## src/rtl/key_mode_ctl.sv

```systemverilog
// key_mode_ctl
// Multi-key push-button front end. Every key gets its own lane with a
// two-flop synchroniser, a debounce counter, a short/long press classifier
// and a wrap-around mode counter. Lanes share nothing but clk and rst.
//
// Ports
//   clk          : sole clock, rising edge
//   rst          : asynchronous active-high reset
//   key          : raw key pins (KEY_NUM), polarity set by KEY_ACTIVE_LOW
//   key_deb      : debounced level per key, 1 = pressed
//   short_pulse  : one-cycle strobe per completed short press
//   long_pulse   : one-cycle strobe when a press reaches LONG_CYCLES
//   mode         : per-key mode counter, key i in bits [i*MW +: MW]
module key_mode_ctl #(
  parameter int KEY_NUM        = 4,
  parameter int DEB_CYCLES     = 20'h7_ffff,
  parameter int LONG_CYCLES    = 24'hFF_FFFF,
  parameter int MODE_NUM       = 2,
  parameter int KEY_ACTIVE_LOW = 1,
  localparam int MW            = (MODE_NUM > 2) ? $clog2(MODE_NUM) : 1
) (
  input  logic                  clk,
  input  logic                  rst,
  input  logic [KEY_NUM-1:0]    key,
  output logic [KEY_NUM-1:0]    key_deb,
  output logic [KEY_NUM-1:0]    short_pulse,
  output logic [KEY_NUM-1:0]    long_pulse,
  output logic [KEY_NUM*MW-1:0] mode
);

  localparam int DW = (DEB_CYCLES > 1) ? $clog2(DEB_CYCLES) : 1;
  localparam int PW = $clog2(LONG_CYCLES);

  localparam logic          REL_LVL   = (KEY_ACTIVE_LOW != 0) ? 1'b1 : 1'b0;
  localparam logic [DW-1:0] DEB_LAST  = DW'(DEB_CYCLES - 1);
  localparam logic [PW-1:0] PCNT_LAST = PW'(LONG_CYCLES - 2);
  localparam logic [MW-1:0] MODE_LAST = MW'(MODE_NUM - 1);

  localparam logic [1:0] S_IDLE  = 2'd0;
  localparam logic [1:0] S_PRESS = 2'd1;
  localparam logic [1:0] S_LONG  = 2'd2;

  for (genvar k = 0; k < KEY_NUM; k++) begin : g_lane
    logic          sync1_q, sync2_q;
    logic          lvl;
    logic          deb_q, deb_d;
    logic [DW-1:0] dcnt_q, dcnt_d;
    logic [1:0]    st_q, st_d;
    logic [PW-1:0] pcnt_q, pcnt_d;
    logic          short_q, short_d;
    logic          long_q, long_d;
    logic [MW-1:0] mode_q, mode_d;

    // Normalise polarity after the synchroniser: lvl = 1 means pressed.
    assign lvl = sync2_q ^ REL_LVL;

    // Debounce: accept a new level only after DEB_CYCLES consecutive
    // differing cycles; any return to the accepted level restarts the count.
    always_comb begin
      deb_d  = deb_q;
      dcnt_d = dcnt_q;
      if (lvl == deb_q) begin
        dcnt_d = '0;
      end else if (dcnt_q == DEB_LAST) begin
        deb_d  = lvl;
        dcnt_d = '0;
      end else begin
        dcnt_d = dcnt_q + DW'(1);
      end
    end

    // Press classifier and mode counter. IDLE is only ever entered with
    // key_deb low, so seeing it high in IDLE is the 0->1 edge.
    always_comb begin
      st_d    = st_q;
      pcnt_d  = pcnt_q;
      short_d = 1'b0;
      long_d  = 1'b0;
      mode_d  = mode_q;
      case (st_q)
        S_IDLE: begin
          if (deb_q) begin
            st_d   = S_PRESS;
            pcnt_d = '0;
          end
        end
        S_PRESS: begin
          // Release wins over reaching the long threshold in the same cycle.
          if (!deb_q) begin
            short_d = 1'b1;
            st_d    = S_IDLE;
            mode_d  = (mode_q == MODE_LAST) ? '0 : mode_q + MW'(1);
          end else if (pcnt_q == PCNT_LAST) begin
            long_d = 1'b1;
            st_d   = S_LONG;
            mode_d = '0;
          end else begin
            pcnt_d = pcnt_q + PW'(1);
          end
        end
        S_LONG: begin
          if (!deb_q) st_d = S_IDLE;
        end
        default: st_d = S_IDLE;
      endcase
    end

    always_ff @(posedge clk or posedge rst) begin
      if (rst) begin
        sync1_q <= REL_LVL;
        sync2_q <= REL_LVL;
        deb_q   <= 1'b0;
        dcnt_q  <= '0;
        st_q    <= S_IDLE;
        pcnt_q  <= '0;
        short_q <= 1'b0;
        long_q  <= 1'b0;
        mode_q  <= '0;
      end else begin
        sync1_q <= key[k];
        sync2_q <= sync1_q;
        deb_q   <= deb_d;
        dcnt_q  <= dcnt_d;
        st_q    <= st_d;
        pcnt_q  <= pcnt_d;
        short_q <= short_d;
        long_q  <= long_d;
        mode_q  <= mode_d;
      end
    end

    assign key_deb[k]          = deb_q;
    assign short_pulse[k]      = short_q;
    assign long_pulse[k]       = long_q;
    assign mode[k*MW +: MW]    = mode_q;
  end

endmodule

```

## config.mk

```make
export PLATFORM = sky130hd
export DESIGN_NAME = key_mode_ctl
export DESIGN_NICKNAME = d
export VERILOG_FILES = /design/src/rtl/key_mode_ctl.sv
export SDC_FILE = /design/constraint.sdc
export NUM_CORES = 1
export LEC_CHECK = 0
export CORE_UTILIZATION = 50
export DETAILED_ROUTE_END_ITERATION = 8
export MAX_ROUTING_LAYER = met4
export PLACE_DENSITY_LB_ADDON = 0.3
export SETUP_SLACK_MARGIN = 0.05
export SLEW_MARGIN = 40
export SYNTH_ARGS = -nofsm -noshare
export SYNTH_HDL_FRONTEND = slang
export SYNTH_SLANG_ARGS = --single-unit
```

## constraint.sdc

```tcl
create_clock -name clk -period 10.45 [get_ports clk]
set_clock_uncertainty 0.15 [all_clocks]
set_input_delay 1.5675 -clock clk [delete_from_list [all_inputs] [get_ports clk]]
set_output_delay 1.5675 -clock clk [all_outputs]
set_load 0.05 [all_outputs]
```

==> impl_results.md, run 1 <==
* Later-pin clock latency in the skew report at roughly 0.50 ns
* Crit-path slowest cell: clkdlybuf4s50_1
* EDFF count, synth at 0
* Core Area at 20,300 um2
* Min cycle time layout at 3.63 ns
* Adder-cell share of the synthesized area at 1.93%
* Worst Setup End Kind: primary output
* Setup WS post-layout at 6.82 ns
* R2r startpoint: g_lane[1].pcnt_q[1]
* Vias in the first global route at approximately 7,400
* YS warnings at 0
* DR vias/cell at 5.63
* Maximum buffer depth of the clock tree at 3
* CTS tree: done
* Async set or reset register ratio after synthesis at 100%
* Port buffer count at 21
* Worst r2r path cells at 7
* WL final at 19.1 mm
* GR Overflow Total at 0
* Largest family of logic cells by synthesized area: simple AND/OR/NAND/NOR gates
* Final Hold Viols at 0
* Worst Hold Path EP: g_lane[3].sync2_q
* Fin crit share at 34.7%
* Worst setup SP type: flip-flop
* Net Count, Synth at 1,139
* Initial drt markers at 391
* Post-synth cell types at 57
* Crit-path max cell delay at roughly 0.87 ns
* Initial antenna violation count at 0
* Die Width at 146 um
* DPL Wire Length at 12.3 mm
* Mux cell area share after synthesis at 0.301%
* Setup-failing EPs final at 0
* Reg clk slew, reported paths at about 0.060 ns
* VDD IR-drop max at 0.000130 V
* #FFs+latches synth at 204
* Max-cap viol count at 0
* Area growth syn-to-layout at 10.1%
* Peak Freq at 275 MHz
* Syn Inst Count at about 1,100
* Cell Rows at 52
* Nets at approximately 1,100
* CP max FO at 11
* First-pass GRT wire length at 34.0 mm
* Average wire per standard cell at 13.7 um
* DR DRC count at 0
* Hold Path Origin: g_lane[3].sync1_q
* Arr. time, crit path at 1.91 ns
* HP Class: flip-flop to flip-flop
* Post_cts resized at 0
* Share of cells above drive strength 1 at under 10%
* Post-route antenna net violation count at 0
* Least-Margin Pin Slew at 0.805 ns
* CP Class: flip-flop to primary output
* Register area share after synthesis at 49.3%
* Drt pass-1 iters at 4
* CTS root buffer: clkbuf_16
* ANT cells at 0
* Post-synth top area cell: dfrtp_1
* Worst Hold Path Cells at 0
* Critical path buffer and inverter count at 1
* Clk sinks at roughly 200
* Post-synthesis xor/xnor area fraction at 8.44%
* Status: finished, final reports clean
* Pin count of the biggest net entering global routing at 135
* Internal reg-to-reg setup slack at 7.89 ns
* Die Y at ~150 um
* Post-synth top flop: dfrtp_1
* Number of H-tree levels at 1
* Mapped Avg Cell Area at just over 9 um2
* IO Pins at 22
* RePlAce Congestion at 0.819
* Filler Cells Inserted at 1,821
* Worst EP required at just under 9 ns
* RSZ-0062 raised after global routing: false
* Hold buffer count at cts at 0
* Hold Slack at 0.204 ns
* Headroom to the max-slew limit at 45.8%
* Pleak at 4.75 nW
* Worst path top cell family by delay: buffers and inverters
* Synth Cell Area at between 10,000 and 15,000 um2
* P per Cell Area at 140 nW/um2
* Worst slack, placed at 6.98 ns
* Initial Utilization at 51.1%
* Post-synthesis compound-gate area fraction at 8.55%
* Die area at between 20,000 and 25,000 um2
* Post-Synth Simple-Gate Area at 27.8%
* Share of the synthesized area in the top cell type at a little under half
* Setup TNS Final at 0 ns
* Reg-to-reg endpoint: g_lane[1].pcnt_q[6]
* Final Max Slew Viols at 0
* GRT Overall Usage at 19.1%
* CTS buffer count at 23
* Vias at 7,847
* Critical path cell sequence: clkdlybuf4s50_1
* Fin util at between 50% and 60%
* Setup bufs post-CTS at 0
* Area contributors post-synth: dfrtp_1, nor2_1, xor2_1, xnor2_1, nand4_1
-- state kept, by name (all words and copies together), names as in the netlist --
| register | count |
|---|---|
| g_lane.sync1_q | 4 |
| g_lane.long_q | 4 |
| g_lane.mode_q | 4 |
| g_lane.deb_q | 4 |
| g_lane.pcnt_q | 96 |
| g_lane.dcnt_q | 76 |
| g_lane.short_q | 4 |
| g_lane.st_q | 8 |
| g_lane.sync2_q | 4 |
-- worst max-delay path by stage --
stage	start	to	slack (ns)	depth (start not counted)
2_1_floorplan	rst	g_lane[0].dcnt_q[0]	3.18	1
3_3_place_gp	rst	g_lane[1].pcnt_q[0]	6.57	3
3_5_place_dp	rst	g_lane[1].pcnt_q[0]	6.98	3
4_1_cts	g_lane[0].deb_q	key_deb[0]	6.80	1
5_1_grt	g_lane[0].deb_q	key_deb[0]	6.76	1
6_report	g_lane[0].deb_q	key_deb[0]	6.82	1
-- per-stage QoR --
stage	area (um2)	total power, mW	cells
after global routing	11400	1.66	1395
after detailed placement	10700	0.848	1355
after global placement	10700	0.847	1355
after CTS	11400	1.62	1395
after floorplan	10400	0.837	1117
final	11400	1.59	1395
-- cells in the mapped netlist, drive strengths merged (2+ instances only) --
cell type	count
dfrtp	196
nor2	161
nand2	87
nand3	65
a21oi	58
nand4	55
o21ai	51
xor2	51
xnor2	49
or3	44
clkbuf	39
and3	24
inv	24
or4	24
nor3	22
and4	20
buf	20
nand2b	17
ha	16
nor4	12
o31ai	10
dfstp	8
o211ai	7
and2	5
nor2b	5
a211oi	4
a31oi	4
nand3b	4
or2	4
a21o	3
a31o	3
nand4b	3
a22o	2
and3b	2
and4b	2
mux2i	2
o311ai	2
-- cell type report --
cell class	count	area (um2)	area share [%]
well taps	270	338	2.96
inverters	24	103	0.898
clock buffers	29	638	5.58
repair buffers	27	259	2.27
clock inverters	11	82.6	0.722
flip-flops and latches	204	5110	44.8
multi-input cells	830	4890	42.8
-- per-layer routing --
metal / global-route usage, % / share of wire, % / routed length (um)
met5: - / 0 / 0
met4: 5.36 / 2.3 / 430
met3: 2.69 / 2.8 / 527
met2: 29.6 / 45 / 8630
met1: 26.5 / 50 / 9470
-- layout by cell type (no fill, tap or decap), types with 8 or more instances in the layout --
master	instances
ha_1	16
and4_1	17
o21ai_0	49
dfstp_2	8
clkinv_2	9
xnor2_1	49
inv_1	23
nand3_1	65
dfrtp_1	196
or3_1	43
nand2_1	87
nand4_1	55
o31ai_1	10
nor3_1	22
nor2_1	160
nand2b_1	17
xor2_1	51
clkbuf_16	23
a21oi_1	58
clkdlybuf4s50_1	21
nor4_1	11
or4_1	23
and3_1	23
-- power by group --
group | total, mW | switching, mW | internal (mW)
logic | 0.0301 | 0.0233 | 0.00674
registers | 0.802 | 0.00543 | 0.797
clock network | 0.762 | 0.308 | 0.454
-- logic make-up (layout without fill, tap and decap cells) --
group / count (synthesis) / in the layout
compound gates: 153 / 153
xor+xnor: 100 / 100
fa+ha+maj: 16 / 16
buf+inv: 83 / 91
flops: 204 / 204
mux: 3 / 3
simple gates: 558 / 558
Note: power is estimated with default switching activity, not from simulation.
==> run 2, diff against run 1 <==
clock period = 3.8 ns   (was 10.45 ns; I/O delays follow)
==> impl_results.md, run 2 (same netlist as run 1, synthesis figures left out) <==
* Status: finished, final reports clean
* Most frequent cells in the layout: dfrtp_1, nor2_1, nand2_1, nand3_1, a21oi_1
* HP Class: flip-flop to flip-flop
* Critical path cell sequence: clkdlybuf4s50_1
* ANT cells at 0
* Setup-failing EPs final at 0
* DR top layer: met4
* Maximum buffer depth of the clock tree at 3
* Vias at just under 8,000
* RSZ-0062 raised after global routing: false
* Nets at 1,136
* Die area at 21,300 um2
* Final instance area at 11,400 um2
* Largest register FFs at 96
* Die Y at 146 um
* Vias in the first global route at 7,517
* Initial Utilization at 51.1%
* Fin crit share at 70.2%
* Pin count of the biggest net entering global routing at 76
* P per Cell Area at 377 nW/um2
* Worst setup SP type: flip-flop
* Worst EP required at 3.08 ns
* CTS root buffer: clkbuf_16
* Clk sinks at between 200 and 250
* DPL Wire Length at 12.8 mm
* Reg clk slew, reported paths at about 0.06 ns
* Headroom to the max-slew limit at 47.4%
* Worst path top cell family by delay: buffers and inverters
* Largest regs: g_lane.pcnt_q x96, g_lane.dcnt_q x76, g_lane.st_q x8
* Met1 wire length at 9.63 mm
* CP max FO at 10
* GR Overflow Total at 0
* Setup bufs post-CTS at 0
* Arr. time, crit path at 1.95 ns
* Crit-path max cell delay at 0.89 ns
* Register name with the most flops: g_lane.pcnt_q
* Least-Margin Pin Slew at 0.783 ns
* GRT Overall Usage at 19.8%
* Placed cell areas at 10,800 um2
* Peak Freq at 375 MHz
* Met3 routed WL at 486 um
* Min cycle time layout at between 2 and 3 ns
* Post_cts resized at 0
* Later-pin clock latency in the skew report at 0.50 ns
* DR vias/cell at around 5.6
* Number of H-tree levels at 1
* Core Area at a little over 20,000 um2
* First-pass GRT wire length at between 30 and 40 mm
* Setup TNS Final at 0 ns
* RePlAce Congestion at between 0.8 and 0.9
* Worst Setup End Kind: primary output
* DR WL met2 at ~8.7 mm
* CP Class: flip-flop to primary output
* Drt pass-1 iters at 4
* CTS tree: done
* Max-cap viol count at 0
* Most common cell after layout, fill and taps aside: dfrtp_1
* VDD IR-drop max at 0.000347 V
* Die Width at between 100 and 150 um
* Hold buffer count at cts at 0
* Pleak at between 4 and 5 nW
* Area growth syn-to-layout at 10.2%
* Port buffer count at 21
* Average wire per standard cell at 13.8 um
* CTS buffer count at 23
* WL final at 19.3 mm
* Final Hold Viols at 0
* Crit-path slowest cell: clkdlybuf4s50_1
* DR DRC count at 0
* Filler Cells Inserted at about 1,800
* Final Max Slew Viols at 0
* Initial antenna violation count at 0
* IO Pins at 22
* Critical path buffer and inverter count at 1
* Post-route antenna net violation count at 0
* Share of cells above drive strength 1 at between 5 and 6%
* Initial drt markers at 391
* Cell Rows at 52
run 2: cell types whose count changed in the layout (fill, tap and decap cells not counted), sizes merged:
cell,delta
clkbuf,+7
clkinv,-6
buf,+4
bufinv,-1
inv,-1
run 2: metrics by stage:
stage | power (mW) | std cells | utilization, % | worst slack (ns) | hold WS [ns]
finish | 4.32 | 1398 | 56.4 | 1.13 | 0.206
CTS | 4.38 | 1398 | 56.3 | 1.10 | 0.205
global route | 4.48 | 1398 | 56.4 | 0.990 | 0.209
detailed placement | 2.34 | 1359 | 53.0 | 1.20 | 0.198
floorplan | 2.30 | 1117 | - | 0.442 | 0.195
global placement | 2.34 | 1359 | 53.0 | 1.09 | 0.196
run 2: power breakdown:
part	internal, mW	switching [mW]
combinational	0.0233	0.0645
clock	1.19	0.836
sequential	2.19	0.0149
total	3.40	0.915
run 2: cell type report:
cell class / instances / area, um2 / share of cell area [%]
Tap cell: 270 / 338 / 2.95
Multi-Input combinational cell: 830 / 4890 / 42.8
Sequential cell: 204 / 5110 / 44.7
Timing Repair Buffer: 31 / 323 / 2.82
Clock inverter: 3 / 15.0 / 0.131
Clock buffer: 36 / 664 / 5.81
Inverter: 24 / 93.8 / 0.820
run 2: per-layer routing:
metal	GRT usage, %	up-vias
met1	27.1	3733
met4	5.31	0
met5	-	-
li1	-	3933
met2	31.0	69
met3	2.63	27
run 2: path summary, 6_finish.rpt:
path	start	end	slack, ns	cells past startpoint
max in group asynchronous	rst	g_lane[1].sync2_q	2.33	3
max	g_lane[1].deb_q	key_deb[1]	1.13	1
min reg2reg	g_lane[2].sync1_q	g_lane[2].sync2_q	0.21	0
max reg2reg	g_lane[3].pcnt_q[0]	g_lane[3].pcnt_q[19]	1.25	7
min in group asynchronous	rst	g_lane[2].pcnt_q[8]	0.34	2
min	g_lane[2].sync1_q	g_lane[2].sync2_q	0.21	0
==> run 3, diff against run 2 <==
clock period = 2.25 ns   (was 3.8 ns; I/O delays follow)
==> impl_results.md, run 3 (same netlist as run 1, synthesis figures left out) <==
* First-pass GRT wire length at 36.9 mm
* Worst slack, placed at -0.00706 ns
* Maximum buffer depth of the clock tree at 3
* Min cycle time layout at 2.25 ns
* Die area at ~21,000 um2
* Post-route antenna net violation count at 0
* Initial Utilization at around 51%
* GR Overflow Total at 0
* Initial antenna violation count at 0
* Average wire per standard cell at approximately 14 um
* CTS root buffer: clkbuf_16
* Worst r2r path cells at 5
* Drt pass-1 iters at 4
* Total power at 7.55 mW
* WL final at 20.9 mm
* Vias in the first global route at 7,890
* Vias at approximately 8,200
* Setup-failing EPs final at 1
* CTS buffer count at 23
* Port buffer count at 21
* Register name with the most flops: g_lane.pcnt_q
* DR vias/cell at 5.58
* Worst setup SP type: flip-flop
* Reg clk slew, reported paths at 0.07 ns
* R2r startpoint: g_lane[1].pcnt_q[13]
* P per Cell Area at between 600 and 700 nW/um2
* Most frequent cells in the layout: dfrtp_1, nor2_1, nand2_1, buf_4, nand3_1
* Die Y at 146 um
* RePlAce Congestion at 0.812
* Reg-to-reg endpoint: g_lane[1].pcnt_q[21]
* Share of cells above drive strength 1 at 12.5%
* Placed cell areas at 11,200 um2
* Net switching share of the total power at 21.9%
* Clock Power Share at roughly half
* Core Area at 20,300 um2
* Worst Setup End Kind: flip-flop
* Cell Rows at 52
* Largest regs: g_lane.pcnt_q x96, g_lane.dcnt_q x76, g_lane.st_q x8
* Die Width at 146 um
* Most common cell after layout, fill and taps aside: dfrtp_1
* IO Pins at 22
* Violated checks: setup timing
* VDD IR-drop max at 0.000416 V
* RSZ-0062 raised after global routing: true
* Internal reg-to-reg setup slack at -0.002 ns
* CP Class: flip-flop to flip-flop
* Part of the power in registers at approximately half
* Least-Margin Pin Slew at 0.563 ns
* P_sw at around 1.7 mW
* Pleak at 5.18 nW
* Clk sinks at 204
* Cell-internal power at around 5.9 mW
* CTS tree: done
* Area growth syn-to-layout at 16.3%
* Peak Freq at 444 MHz
* Later-pin clock latency in the skew report at 0.52 ns
* Worst EP required at 2.54 ns
* Hold Slack at ~0.025 ns
* Final Max Slew Viols at 0
* Status: finished, violations left
* Setup WS post-layout at -0.00243 ns
* Fin crit share at 100%
* Arr. time, crit path at 2.54 ns
* Filler Cells Inserted at 1,758
* GRT Overall Usage at approximately a fifth
* Pin count of the biggest net entering global routing at 52
* Nets at between 1,000 and 1,500
* Headroom to the max-slew limit at between 60% and 70%
* DR DRC count at 0
* Comb power frac at 2.2%
* Number of H-tree levels at 1
* Final instance area at 12,100 um2
* Final Hold Viols at 0
* ANT cells at 0
* HP Class: input pin to asynchronous set/reset pin
* Initial drt markers at a little under 400
* CP max FO at 3
* Max-cap viol count at 0
* DPL Wire Length at 13.9 mm
* Largest register FFs at 96
==> run 3: cell types whose count changed in the layout (fill, tap and decap cells not counted), sizes merged, moves of 2 or more <==
cell | before | now
buf | 10 | 75
bufinv | 0 | 2
clkbuf | 36 | 32
clkdlybuf4s50 | 21 | 12
dlygate4sd2 | 0 | 8
inv | 23 | 25
==> run 3: layer usage <==
metal	vias up	part of all wire, %	track usage [%]
met5	-	0	-
met4	0	2.5	5.89
met3	39	2.8	2.63
met2	114	47	33.3
met1	3956	48	28.5
li1	4063	-	-
==> run 3: what timing repair did <==
action / in CTS / in global routing
pin swaps: 1 / 5
setup endpoints to repair: 17 / 51
gates cloned: 0 / 2
resized for setup: 14 / 27
hold buffers: 0 / 0
buffers inserted: 0 / 6
==> run 3: layout make-up <==
type	instances	area (um2)	share of cell area (%)
sequential	204	5120	42.4
multi-input combinational	830	4960	41.1
timing repair buffer	96	826	6.84
clock buffer	32	609	5.05
tap	270	338	2.80
clock inverter	9	123	1.02
inverter	24	93.8	0.778
==> run 3: how the worst max path moves through the flow <==
stage,end,start,cells past startpoint,slack [ns]
6_report,g_lane[1].pcnt_q[21],g_lane[1].pcnt_q[13],5,-0.002
5_1_grt,g_lane[1].pcnt_q[21],g_lane[1].pcnt_q[13],5,-0.05
4_1_cts,g_lane[1].pcnt_q[21],g_lane[1].pcnt_q[13],5,-0.01
3_5_place_dp,g_lane[1].pcnt_q[7],g_lane[1].pcnt_q[1],8,-0.007
3_3_place_gp,g_lane[1].pcnt_q[21],g_lane[1].pcnt_q[14],5,0.03
2_1_floorplan,g_lane[0].dcnt_q[0],rst,1,-0.88
==> run 3: through the flow <==
stage	util [%]	setup TNS, ns	std cells
after floorplan	-	-173.23	1117
after global routing	59.5	-0.204	1465
after global placement	55.1	0	1416
final	59.5	-0.00243	1465
after detailed placement	55.1	-0.0126	1416
after CTS	58.8	-0.0136	1457
==> run 3: worst max-delay path: stages (launching register included) <==
cell	delay (ns)
dfrtp_1	0.36
and4_4	0.22
or4b_4	0.48
or4_4	0.49
or4_1	0.40
o21ai_1	0.09
==> run 3: power groups by stage <==
stage	clock network [mW]	registers, mW	logic, mW
floorplan	0	3.79	0.103
global placement	0	3.79	0.169
detailed placement	0	3.79	0.173
CTS	3.77	3.72	0.175
global route	3.91	3.73	0.194
finish	3.66	3.73	0.165
